[src/rtl/pwm_deadtime_gen.sv]
// pwm_deadtime_gen: complementary high/low PWM drive with programmable dead time,
// phase-locked to an upstream free-running count, with a double-buffered duty.
module pwm_deadtime_gen #(
  parameter int CNT_W = 6,
  parameter int DT_W  = 4
) (
  input  logic             clk,
  input  logic             rst_n,
  input  logic             en,
  input  logic [CNT_W-1:0] cnt_in,
  input  logic [CNT_W-1:0] duty_in,
  input  logic             duty_valid,
  output logic             duty_ready,
  input  logic [DT_W-1:0]  dt_cfg,
  output logic             pwm_hi,
  output logic             pwm_lo,
  output logic             period_strobe,
  output logic             sync_err
);

  typedef enum logic [2:0] {
    ST_OFF   = 3'd0,
    ST_HI    = 3'd1,
    ST_DT_HL = 3'd2,
    ST_LO    = 3'd3,
    ST_DT_LH = 3'd4
  } state_e;

  localparam logic [CNT_W-1:0] CNT_MAX  = {CNT_W{1'b1}};
  localparam logic [CNT_W-1:0] CNT_ZERO = {CNT_W{1'b0}};
  localparam logic [CNT_W-1:0] CNT_ONE  = {{(CNT_W-1){1'b0}}, 1'b1};
  localparam logic [DT_W-1:0]  DT_ZERO  = {DT_W{1'b0}};
  localparam logic [DT_W-1:0]  DT_ONE   = {{(DT_W-1){1'b0}}, 1'b1};
  localparam logic [1:0]       ARM_DONE = 2'd2;

  logic [CNT_W-1:0] cnt_q, cnt_prev_q, shadow_q, active_duty_q;
  logic             shadow_full_q, strobe_q, sync_err_q;
  logic             hi_q, hi_d, lo_q, lo_d;
  logic [1:0]       arm_q;
  logic [DT_W-1:0]  dt_q, dt_d;
  state_e           state_q, state_d;
  logic             wrap_s, raw_s, accept_s, disc_s;

  assign wrap_s   = (cnt_prev_q == CNT_MAX) && (cnt_q == CNT_ZERO);
  assign raw_s    = (cnt_q < active_duty_q);
  assign accept_s = duty_valid && !shadow_full_q;
  assign disc_s   = (cnt_q != (cnt_prev_q + CNT_ONE));

  // Count sampling, continuity monitor, wrap strobe and duty double-buffer.
  always_ff @(posedge clk or negedge rst_n) begin
    if (!rst_n) begin
      cnt_q         <= CNT_ZERO;
      cnt_prev_q    <= CNT_ZERO;
      shadow_q      <= CNT_ZERO;
      active_duty_q <= CNT_ZERO;
      shadow_full_q <= 1'b0;
      strobe_q      <= 1'b0;
      sync_err_q    <= 1'b0;
      arm_q         <= 2'd0;
    end else begin
      cnt_q      <= cnt_in;
      cnt_prev_q <= cnt_q;
      strobe_q   <= wrap_s;
      // The first two compares after reset see reset values, not real history.
      if (arm_q != ARM_DONE) begin
        arm_q <= arm_q + 2'd1;
      end else if (disc_s) begin
        sync_err_q <= 1'b1;
      end
      if (accept_s) begin
        shadow_q      <= duty_in;
        shadow_full_q <= 1'b1;
      end else if (wrap_s && shadow_full_q) begin
        active_duty_q <= shadow_q;
        shadow_full_q <= 1'b0;
      end
    end
  end

  // Output FSM state, dead-time counter and registered drive outputs.
  always_ff @(posedge clk or negedge rst_n) begin
    if (!rst_n) begin
      state_q <= ST_OFF;
      dt_q    <= DT_ZERO;
      hi_q    <= 1'b0;
      lo_q    <= 1'b0;
    end else begin
      state_q <= state_d;
      dt_q    <= dt_d;
      hi_q    <= hi_d;
      lo_q    <= lo_d;
    end
  end

  // Next-state logic; dead-time exit looks at the raw compare at that moment.
  always_comb begin
    state_d = state_q;
    dt_d    = dt_q;
    if (!en) begin
      state_d = ST_OFF;
      dt_d    = DT_ZERO;
    end else begin
      case (state_q)
        ST_OFF: begin
          if (wrap_s) begin
            state_d = raw_s ? ST_HI : ST_LO;
          end else begin
            state_d = ST_OFF;
          end
        end
        ST_HI: begin
          if (!raw_s) begin
            if (dt_cfg == DT_ZERO) begin
              state_d = ST_LO;
            end else begin
              state_d = ST_DT_HL;
              dt_d    = dt_cfg;
            end
          end else begin
            state_d = ST_HI;
          end
        end
        ST_LO: begin
          if (raw_s) begin
            if (dt_cfg == DT_ZERO) begin
              state_d = ST_HI;
            end else begin
              state_d = ST_DT_LH;
              dt_d    = dt_cfg;
            end
          end else begin
            state_d = ST_LO;
          end
        end
        ST_DT_HL, ST_DT_LH: begin
          if (dt_q <= DT_ONE) begin
            state_d = raw_s ? ST_HI : ST_LO;
            dt_d    = DT_ZERO;
          end else begin
            dt_d = dt_q - DT_ONE;
          end
        end
        default: begin
          state_d = ST_OFF;
          dt_d    = DT_ZERO;
        end
      endcase
    end
    hi_d = (state_d == ST_HI);
    lo_d = (state_d == ST_LO);
  end

  assign pwm_hi        = hi_q;
  assign pwm_lo        = lo_q;
  assign period_strobe = strobe_q;
  assign sync_err      = sync_err_q;
  assign duty_ready    = !shadow_full_q;

endmodule
[config.mk]
export PLATFORM = sky130hd
export DESIGN_NAME = pwm_deadtime_gen
export DESIGN_NICKNAME = d
export VERILOG_FILES = /design/src/rtl/pwm_deadtime_gen.sv
export SDC_FILE = /design/constraint.sdc
export NUM_CORES = 1
export LEC_CHECK = 0
export ABC_AREA = 1
export ABC_CLOCK_PERIOD_IN_PS = 3000
export BUFFER_PORTS_ARGS = -buffer_cell sky130_fd_sc_hd__buf_2
export CORE_UTILIZATION = 61
export CTS_CLUSTER_SIZE = 14
export DETAILED_ROUTE_END_ITERATION = 7
export MAX_ROUTING_LAYER = met4
export PLACE_DENSITY = 0.8
export SLEW_MARGIN = 20
export SYNTH_ARGS = -nofsm -noshare
export SYNTH_HDL_FRONTEND = slang
export SYNTH_SLANG_ARGS = --single-unit
[constraint.sdc]
create_clock -name clk -period 3 [get_ports clk]
set_clock_uncertainty 0.15 [all_clocks]
set_input_delay 0.15 -clock clk [delete_from_list [all_inputs] [get_ports clk]]
set_output_delay 0.15 -clock clk [all_outputs]
set_load 0.01 [all_outputs]
Word level (Yosys, flattened, before mapping)
Index checks and enable logic that the tools add are counted.
{ "totals": {"in_bits": 20, "register_bits": 38} }
{ "classes": {"n_bitwise": 2, "muxes": 17, "eq_ne": 12, "addsub": 3, "reduce_logical": 12, "n_lt_le_gt_ge": 2} }
{ "op_table": {"columns": ["op", "n"], "rows": [
  ["$mux 4", 5],
  ["$pmux 4 s4", 1],
  ["$mux 3", 5],
  ["$pmux 3 s4", 1],
  ["$eq 3x2->1 const B", 3],
  ["$add 6x1->6 const B", 1],
  ["$eq 3x1->1 const B", 2],
  ["$eq 6x6->1 const B", 1],
  ["$logic_not 6->1", 1],
  ["$lt 6x6->1", 1],
  ["$ne 3x3->1 const B", 2],
  ["$ne 6x6->1", 1],
  ["$le 4x1->1 const B", 1],
  ["$logic_not 4->1", 1],
  ["$mux 2", 2],
  ["$ne 2x2->1 const B", 2],
  ["$reduce_and 2->1", 2],
  ["$sub 4x1->4 const B", 1],
  ["$eq 3x3->1 const B", 1],
  ["$logic_and 1x1->1", 3],
  ["$logic_not 3->1", 1],
  ["$mux 1", 3],
  ["$reduce_and 3->1", 1],
  ["$add 2x1->2 const B", 1],
  ["other kinds (4)", 5]
]} }

Longest topological paths before layout
Gate-level depths: netlist of run 1.
{ "depth": {"word_depth": 6, "ltp_mapped": 12} }

Least setup slack after synthesis of run 1
OpenSTA, ideal clock, no wires.
{ "synth_path": {"kind": "register to register", "from": "register cnt_q[5]", "to": "register dt_q[0]", "path_slack_ns": 1.289, "setup_time_ns": 0.065, "arrival_ns": 1.496, "stages_incl_launch_ff": 11, "required_ns": 2.785, "path_buffers": 0, "period_less_slack_ns": 1.711, "cell_sequence": "dfrtp_1 > ha_1 > nand2_1 > inv_1 > a21oi_2 > nand2_1 > nand2_1 > nand3_2 > nor2_2 > nand2_1 > nand2_1"} }
{ "synth_via": {"elab_chain_cells": 3} }
{ "synth_rtl": {"columns": ["item", "line", "source"], "rows": [
  ["start: declaration", "36", "logic [CNT_W-1:0] cnt_q, cnt_prev_q, shadow_q, active_duty_q;"],
  ["start signal: assignment", "61", "cnt_q <= cnt_in;"],
  ["$lt 6x6->1 (*)", "45", "assign raw_s = (cnt_q < active_duty_q);"],
  ["$ne 3x3->1 (no line)", null, null],
  ["$reduce_and 3->1 (no line) (*)", null, null],
  ["end signal: assignment", "89", "dt_q <= dt_d;"],
  ["end: declaration", "40", "logic [DT_W-1:0] dt_q, dt_d;"]
]} }
Every way passes the cells marked *; elsewhere a longest branch is shown, timed or not.
A chain may end at the register's enable or synchronous reset.

Final worst setup path of run 1
{ "layout_path": {"from": "register cnt_prev_q[0]", "to": "register shadow_full_q"} }
{ "layout_via": {"elab_chain_cells": 4} }
{ "layout_rtl": {"columns": ["item", "line", "source"], "rows": [
  ["start: declaration", "36", null],
  ["start signal: assignment", "62", "cnt_prev_q <= cnt_q;"],
  ["$eq 6x6->1", "44", "assign wrap_s = (cnt_prev_q == CNT_MAX) && (cnt_q == CNT_ZERO);"],
  ["$logic_and 1x1->1", "44", null],
  ["$logic_and 1x1->1", "73", "end else if (wrap_s && shadow_full_q) begin"],
  ["$reduce_bool 2->1 (no line)", null, null],
  ["end signal: assignment", "56", "shadow_full_q <= 1'b0;"],
  ["end signal: assignment", "72", "shadow_full_q <= 1'b1;"],
  ["end signal: assignment", "75", "shadow_full_q <= 1'b0;"],
  ["end: declaration", "37", "logic shadow_full_q, strobe_q, sync_err_q;"]
]} }
No other way between the ends.

==> out/results.ini, run 1 <==
[setup_path]
arrival_ns = 2.07
cp_cell_sequence = ha_1 -> nand3_1 -> inv_1 -> nand2_1 -> nor4_4 -> o21ai_0
critical_path.slowest_cell = nor4_4
slowest_delay_ns = 0.59
required_ns = 3.06
reg2reg_slack_ns = 0.98
critPathLaunchType = register
crit_fanout = 13
worst_setup_path_end_kind = register
path_class = reg -> reg
crit_buf_inv = 1
crit_family = simple AND/OR/NAND/NOR gates

[routing]
num_vias = 1523
initialDrtViolationCount = 83
viasPerCell = 4.88
postRouteWirelength_um = 3600
ant_nets = 0
met1_length_um = 1630
top_layer = met4
wire_per_inst_um = 11.5
met2_length_um = 1780
drc_errors = 0
met3_length_um = 136
first_pass_iters = 4

[timing]
final_hold_viol_count = 0
fmax_mhz = 496
fin_crit_ns = 2.02
slew_headroom_pct = 46.2
tns_ns = 0
slew_viol_final = 0
rsz0062_at_grt = no
max_slew.worst_pin.slew_ns = 0.807
fin_crit_sh_pct = 67.2
setup_viol = 0

[clock_network]
postCtsSetupBuffers = 0
cts_tree = yes
clk_pin_slew_worst_paths_ns = 0.11
htree_levels = 2
ctsResizeCount = 0
cts_buffer_depth = 2
numCtsBuffers = 5
cts_hold_repair.buffers = 15
root_buffer = clkbuf_4
numClockSinks = 38
clk_latency_ns = 0.35

[logic_synthesis]
synth_top_family_by_area = simple AND/OR/NAND/NOR gates
synth-compound-area-share_pct = 5.01
synth.top_cell.area_share_pct = 49.5
yosys.area_share.xor_xnor_pct = 3.65
synth-edff-count = 0
ys_ff_latch = 38
synthFlopType = dfrtp_1
yosysUniqueCellTypes = 23
synthAdderAreaFrac_pct = 5.86
synth-seq-area-share_pct = 49.5
muxShareOfSynthArea_pct = 3.52
async_flop_share_pct = 100
synth_cells = 222
synthTopCellsByCount = 56 x nand2_1, 38 x dfrtp_1, 36 x inv_1
synth_warnings = 0
yosysMostFrequentCell = nand2_1
synth_area_leaders = dfrtp_1 49%, nand2_1 11%, inv_1 7.0%
synth_nets = 251
synth_area_per_cell_um2 = 8.66
yosysTopAreaCell = dfrtp_1
yosys.area_share.simple_pct = 24.9
syn_area_um2 = 1920

[floorplanning]
io_pins = 25
coreArea_um2 = 3030
start_util_pct = 63.5
fp-row-count = 20
die_h_um = 58.1
die-width_um = 58.1
die_area_um2 = 3380

[pwr]
vdd_drop_max_uv = 359
power_density_nw_per_um2 = 460
leakage_nw = 1.22
combPwrFrac_pct = 8.2
p_switching_w = 0.000225
internal_power_w = 0.000855
p_seq_share_pct = 50.1
clock_power_share_pct = 41.6
swShare_pct = 20.8

[global_route]
grt_max_degree = 39
grt_overflow = 0
grt_antenna_before_repair = 0
grt_pass1_wl_um = 6220
grt_use_total_pct = 25.8
first_global_vias = 1455

[cells_and_area]
instances_no_fill = 312
final_layout_size_suffix_gt1_share_pct = 18.3
antenna_cells = 0
area_delta_synth_final_pct = 22.1
num-nets-final = 296

[placed_design]
numPortBuffers = 24
gp_congestion = 0.839
place_hpwl_um = 2420
dp.cells = 289

[hold_path]
hold_path.class = in -> reg

[run]
maxCapViolCount = 0

[run_status]
outcome = complete, no violations

==> sequential cells by signal, indices dropped and copies added, names as in the netlist <==
name / count
pwm_lo: 1
cnt_q: 6
state_q: 3
sync_err: 1
active_duty_q: 6
period_strobe: 1
arm_q: 2
cnt_prev_q: 6
shadow_q: 6
pwm_hi: 1
shadow_full_q: 1
dt_q: 4
==> layer usage <==
metal | track usage, % | vias to the layer above
li1 | - | 780
met2 | 41.4 | 32
met3 | 6.03 | 7
met4 | 9.18 | 0
met5 | - | -
met1 | 31.9 | 704
==> stage by stage <==
stage | area [µm²] | power (W) | hold slack, ns | util (%) | worst slack [ns]
after floorplan | 1920 | 0.000591 | -0.296 | - | 1.29
after global placement | 2090 | 0.000623 | 0.108 | 68.9 | 1.07
after detailed placement | 2090 | 0.000625 | 0.109 | 68.9 | 1.02
after CTS | 2350 | 0.00109 | 0.0107 | 77.5 | 0.998
after global routing | 2350 | 0.00112 | 0.0464 | 77.5 | 0.802
final | 2350 | 0.00108 | 0.0213 | 77.5 | 0.984
==> area by class of cell <==
| type | count | area [µm²] |
|---|---|---|
| Sequential cell | 38 | 951 |
| Multi-Input combinational cell | 147 | 825 |
| Fill cell | 210 | 681 |
| Timing Repair Buffer | 39 | 270 |
| Inverter | 36 | 135 |
| Clock inverter | 2 | 60.1 |
| Tap cell | 44 | 55.1 |
| Clock buffer | 6 | 51.3 |
==> layout by cell type, fill, tap and decap left out, types with 2 or more instances in the layout <==
cell,count
nand3_1,21
dfrtp_1,38
nand2_1,56
buf_2,24
ha_1,9
xnor2_1,4
mux2_2,6
nand2_2,3
o21ai_2,3
inv_1,36
bufinv_16,2
o21ai_0,10
clkbuf_4,5
nor2_1,21
dlygate4sd3_1,15
xor2_1,4
==> worst register-to-register path: cells and delay by family, from the launching register on <==
family | cells | cell delay [ns]
AO/OA/AOI/OAI | 1 | 0.17
AND/OR/NAND/NOR | 3 | 0.83
adder cells (fa/ha/maj) | 1 | 0.21
flip-flops | 1 | 0.40
buffers and inverters | 1 | 0.11
==> power by group through the flow <==
stage	logic (W)	clock network [W]	registers, W
final	0.0000890	0.000449	0.000541
after global routing	0.000102	0.000472	0.000544
after CTS	0.0000893	0.000458	0.000541
after detailed placement	0.0000735	0	0.000551
after global placement	0.0000728	0	0.000550
after floorplan	0.0000435	0	0.000548
==> logic make-up (layout without fill, tap and decap cells) <==
family,after synthesis,in the layout
AOI/OAI and AO/OA,16,16
xor gates and xnor gates,8,8
adders and majority gates,9,9
buffers and inverters,37,83
DFF,38,38
muxes,6,6
and+or+nand+nor,108,108
==> worst paths after layout <==
| check | endpoint | start | depth (start not counted) |
|---|---|---|---|
| worst max-delay path | shadow_full_q$_DFFE_PN0P_ | cnt_prev_q[0]$_DFF_PN0_ | 6 |
| worst min-delay path | dt_q[3]$_DFFE_PN0P_ | dt_cfg[3] | 5 |
| worst max register to register | shadow_full_q$_DFFE_PN0P_ | cnt_prev_q[0]$_DFF_PN0_ | 6 |
| worst min register to register | cnt_prev_q[3]$_DFF_PN0_ | cnt_q[3]$_DFF_PN0_ | 0 |
| max in group asynchronous | pwm_hi$_DFF_PN0_ | rst_n | 2 |
| min in group asynchronous | arm_q[0]$_DFFE_PN0N_ | rst_n | 2 |
(Power assumes the default switching activity.)
==> inputs of run 2 (changes only) <==
--- a/config.mk
+++ b/config.mk
@@ -6,13 +6,13 @@
 export NUM_CORES = 1
 export LEC_CHECK = 0
 export ABC_AREA = 1
-export ABC_CLOCK_PERIOD_IN_PS = 3000
+export ABC_CLOCK_PERIOD_IN_PS = 1850
 export BUFFER_PORTS_ARGS = -buffer_cell sky130_fd_sc_hd__buf_2
-export CORE_UTILIZATION = 61
+export CORE_UTILIZATION = 51
 export CTS_CLUSTER_SIZE = 14
 export DETAILED_ROUTE_END_ITERATION = 7
 export MAX_ROUTING_LAYER = met4
-export PLACE_DENSITY = 0.8
+export PLACE_DENSITY = 0.71
 export SLEW_MARGIN = 20
 export SYNTH_ARGS = -nofsm -noshare
 export SYNTH_HDL_FRONTEND = slang
==> constraint.sdc (replaced) <==
create_clock -name clk -period 1.85 [get_ports clk]
set_clock_uncertainty 0.15 [all_clocks]
set_input_delay 0.0925 -clock clk [delete_from_list [all_inputs] [get_ports clk]]
set_output_delay 0.0925 -clock clk [all_outputs]
set_load 0.01 [all_outputs]
==> run 2 against run 1 <==
  * Global-route usage fell by 4.7 points
  * Via count up 0.72%
  * Register-to-register slack worse by 0.89 ns
==> out/results.ini, run 2 (synthesis gave the netlist of run 1 again) <==
[setup_path]
crit_fanout = 5
reg2reg_from = cnt_q[4]$_DFF_PN0_
required_ns = 1.93
arrival_ns = 1.83
path_class = reg -> reg
reg2regPathDepth = 10
critPathLaunchType = register
reg2reg_slack_ns = 0.1
r2r-end = dt_q[2]$_DFFE_PN0P_
worst_setup_path_end_kind = register

[routing]
postRouteWirelength_um = 3620
ant_nets = 0
wire_per_inst_um = 11.4
viasPerCell = 4.84
initialDrtViolationCount = 83
first_pass_iters = 4
drc_errors = 0
num_vias = 1534

[hold_path]
hold_path.class = in -> reg
holdPathStages = 5
whs_endpoint = dt_q[0]$_DFFE_PN0P_
holdCritStartpoint = dt_cfg[0]

[timing]
rsz0062_at_grt = yes
slew_viol_final = 0
whs_ns = 0.0193
fmax_mhz = 571
fin_crit_ns = 1.75
max_slew.worst_pin.slew_ns = 0.469
tns_ns = 0
slew_headroom_pct = 68.8
fin_crit_sh_pct = 94.7
final_hold_viol_count = 0
setup_viol = 0

[clock_network]
cts_tree = yes
clk_pin_slew_worst_paths_ns = 0.07
numClockSinks = 38
clk_latency_ns = 0.29
numCtsBuffers = 5
cts_buffer_depth = 2
htree_levels = 2
root_buffer = clkbuf_8

[cells_and_area]
layout_commonest_cell = nand2_1
final_cell_mix = 51 x nand2_1, 37 x dfrtp_1, 33 x inv_1
regArea_um2 = 952
instances_no_fill = 317
multiInputGateArea_um2 = 891
antenna_cells = 0
final_util_pct = 70.2
fillers = 298
final_layout_size_suffix_gt1_share_pct = 24.4
num-nets-final = 301
area_delta_synth_final_pct = 26.8

[pwr]
power_density_nw_per_um2 = 651
p_total_w = 0.00159
vdd_drop_max_uv = 414
leakage_nw = 1.25

[floorplanning]
io_pins = 25
die-width_um = 63.4
die_area_um2 = 4020
start_util_pct = 55.4
die_h_um = 63.4
fp-row-count = 21
coreArea_um2 = 3470

[placed_design]
gp_congestion = 0.789
place_hpwl_um = 2500
numPortBuffers = 24
dp.cells = 295

[run_status]
outcome = complete, no violations

[global_route]
grt_max_degree = 39
grt_overflow = 0
grt_pass1_wl_um = 6310
first_global_vias = 1460
grt_use_total_pct = 21.0
grt_antenna_before_repair = 0

[run]
maxCapViolCount = 0

-- run 2: cell types whose count changed in the layout (fill, tap and decap cells not counted), sizes merged --
cell,delta
buf,+6
bufinv,-2
dlygate4sd3,-1
-- run 2: cell type report --
cell class / count / area share [%]
timing repair buffer: 44 / 13.0
inverter: 36 / 5.55
tap: 46 / 2.36
clock buffer: 6 / 3.39
multi-input combinational: 147 / 36.6
sequential: 38 / 39.1
-- run 2: worst max-delay path: stages (launching register included) --
cell and delay, ns:
dfrtp_1 0.40, ha_1 0.29, nand2_2 0.08, inv_1 0.07, a21oi_4 0.16, nand2_2 0.08
nand2_2 0.08, nand3_4 0.09, nor2_4 0.14, nand2_1 0.07, nand2_1 0.06
-- run 2: repair_timing --
| action | CTS | global route |
|---|---|---|
| pin swaps | 0 | 6 |
| buffers inserted | 1 | 1 |
| gates resized for setup | 1 | 15 |
| setup endpoints to repair | 1 | 7 |
| hold endpoints to repair | 56 | 0 |
| hold buffers | 14 | 0 |
-- run 2: worst max-delay path by stage --
stage | startpoint | end | slack, ns | cells past startpoint
3_3_place_gp | cnt_q[3]$_DFF_PN0_ | dt_q[2]$_DFFE_PN0P_ | 0.07 | 10
4_1_cts | cnt_q[4]$_DFF_PN0_ | dt_q[2]$_DFFE_PN0P_ | 0.03 | 10
3_5_place_dp | cnt_q[3]$_DFF_PN0_ | dt_q[2]$_DFFE_PN0P_ | -0.01 | 10
5_1_grt | active_duty_q[3]$_DFFE_PN0P_ | dt_q[0]$_DFFE_PN0P_ | -0.03 | 11
6_report | cnt_q[4]$_DFF_PN0_ | dt_q[2]$_DFFE_PN0P_ | 0.1 | 10
2_1_floorplan | cnt_q[5]$_DFF_PN0_ | dt_q[0]$_DFFE_PN0P_ | 0.14 | 10
-- run 2: power breakdown --
part | switching (W) | internal [W] | total [W]
Sequential | 0.0000201 | 0.000857 | 0.000877
Clock | 0.000262 | 0.000287 | 0.000549
Combinational | 0.0000775 | 0.0000813 | 0.000159
Total | 0.000360 | 0.00123 | 0.00159
-- run 2: metrics by stage --
step / worst slack [ns] / cell area [µm²]
finish: 0.0986 / 2440
global route: -0.0269 / 2440
CTS: 0.0258 / 2370
detailed placement: -0.0108 / 2130
global placement: 0.0696 / 2130
floorplan: 0.139 / 1920
-- run 2: layer usage --
layer	wire length [µm]	vias to the layer above	track usage, %
li1	-	790	-
met1	1700	706	26.4
met2	1720	33	32.7
met3	145	5	5.43
met4	51	0	7.67
met5	0	-	-
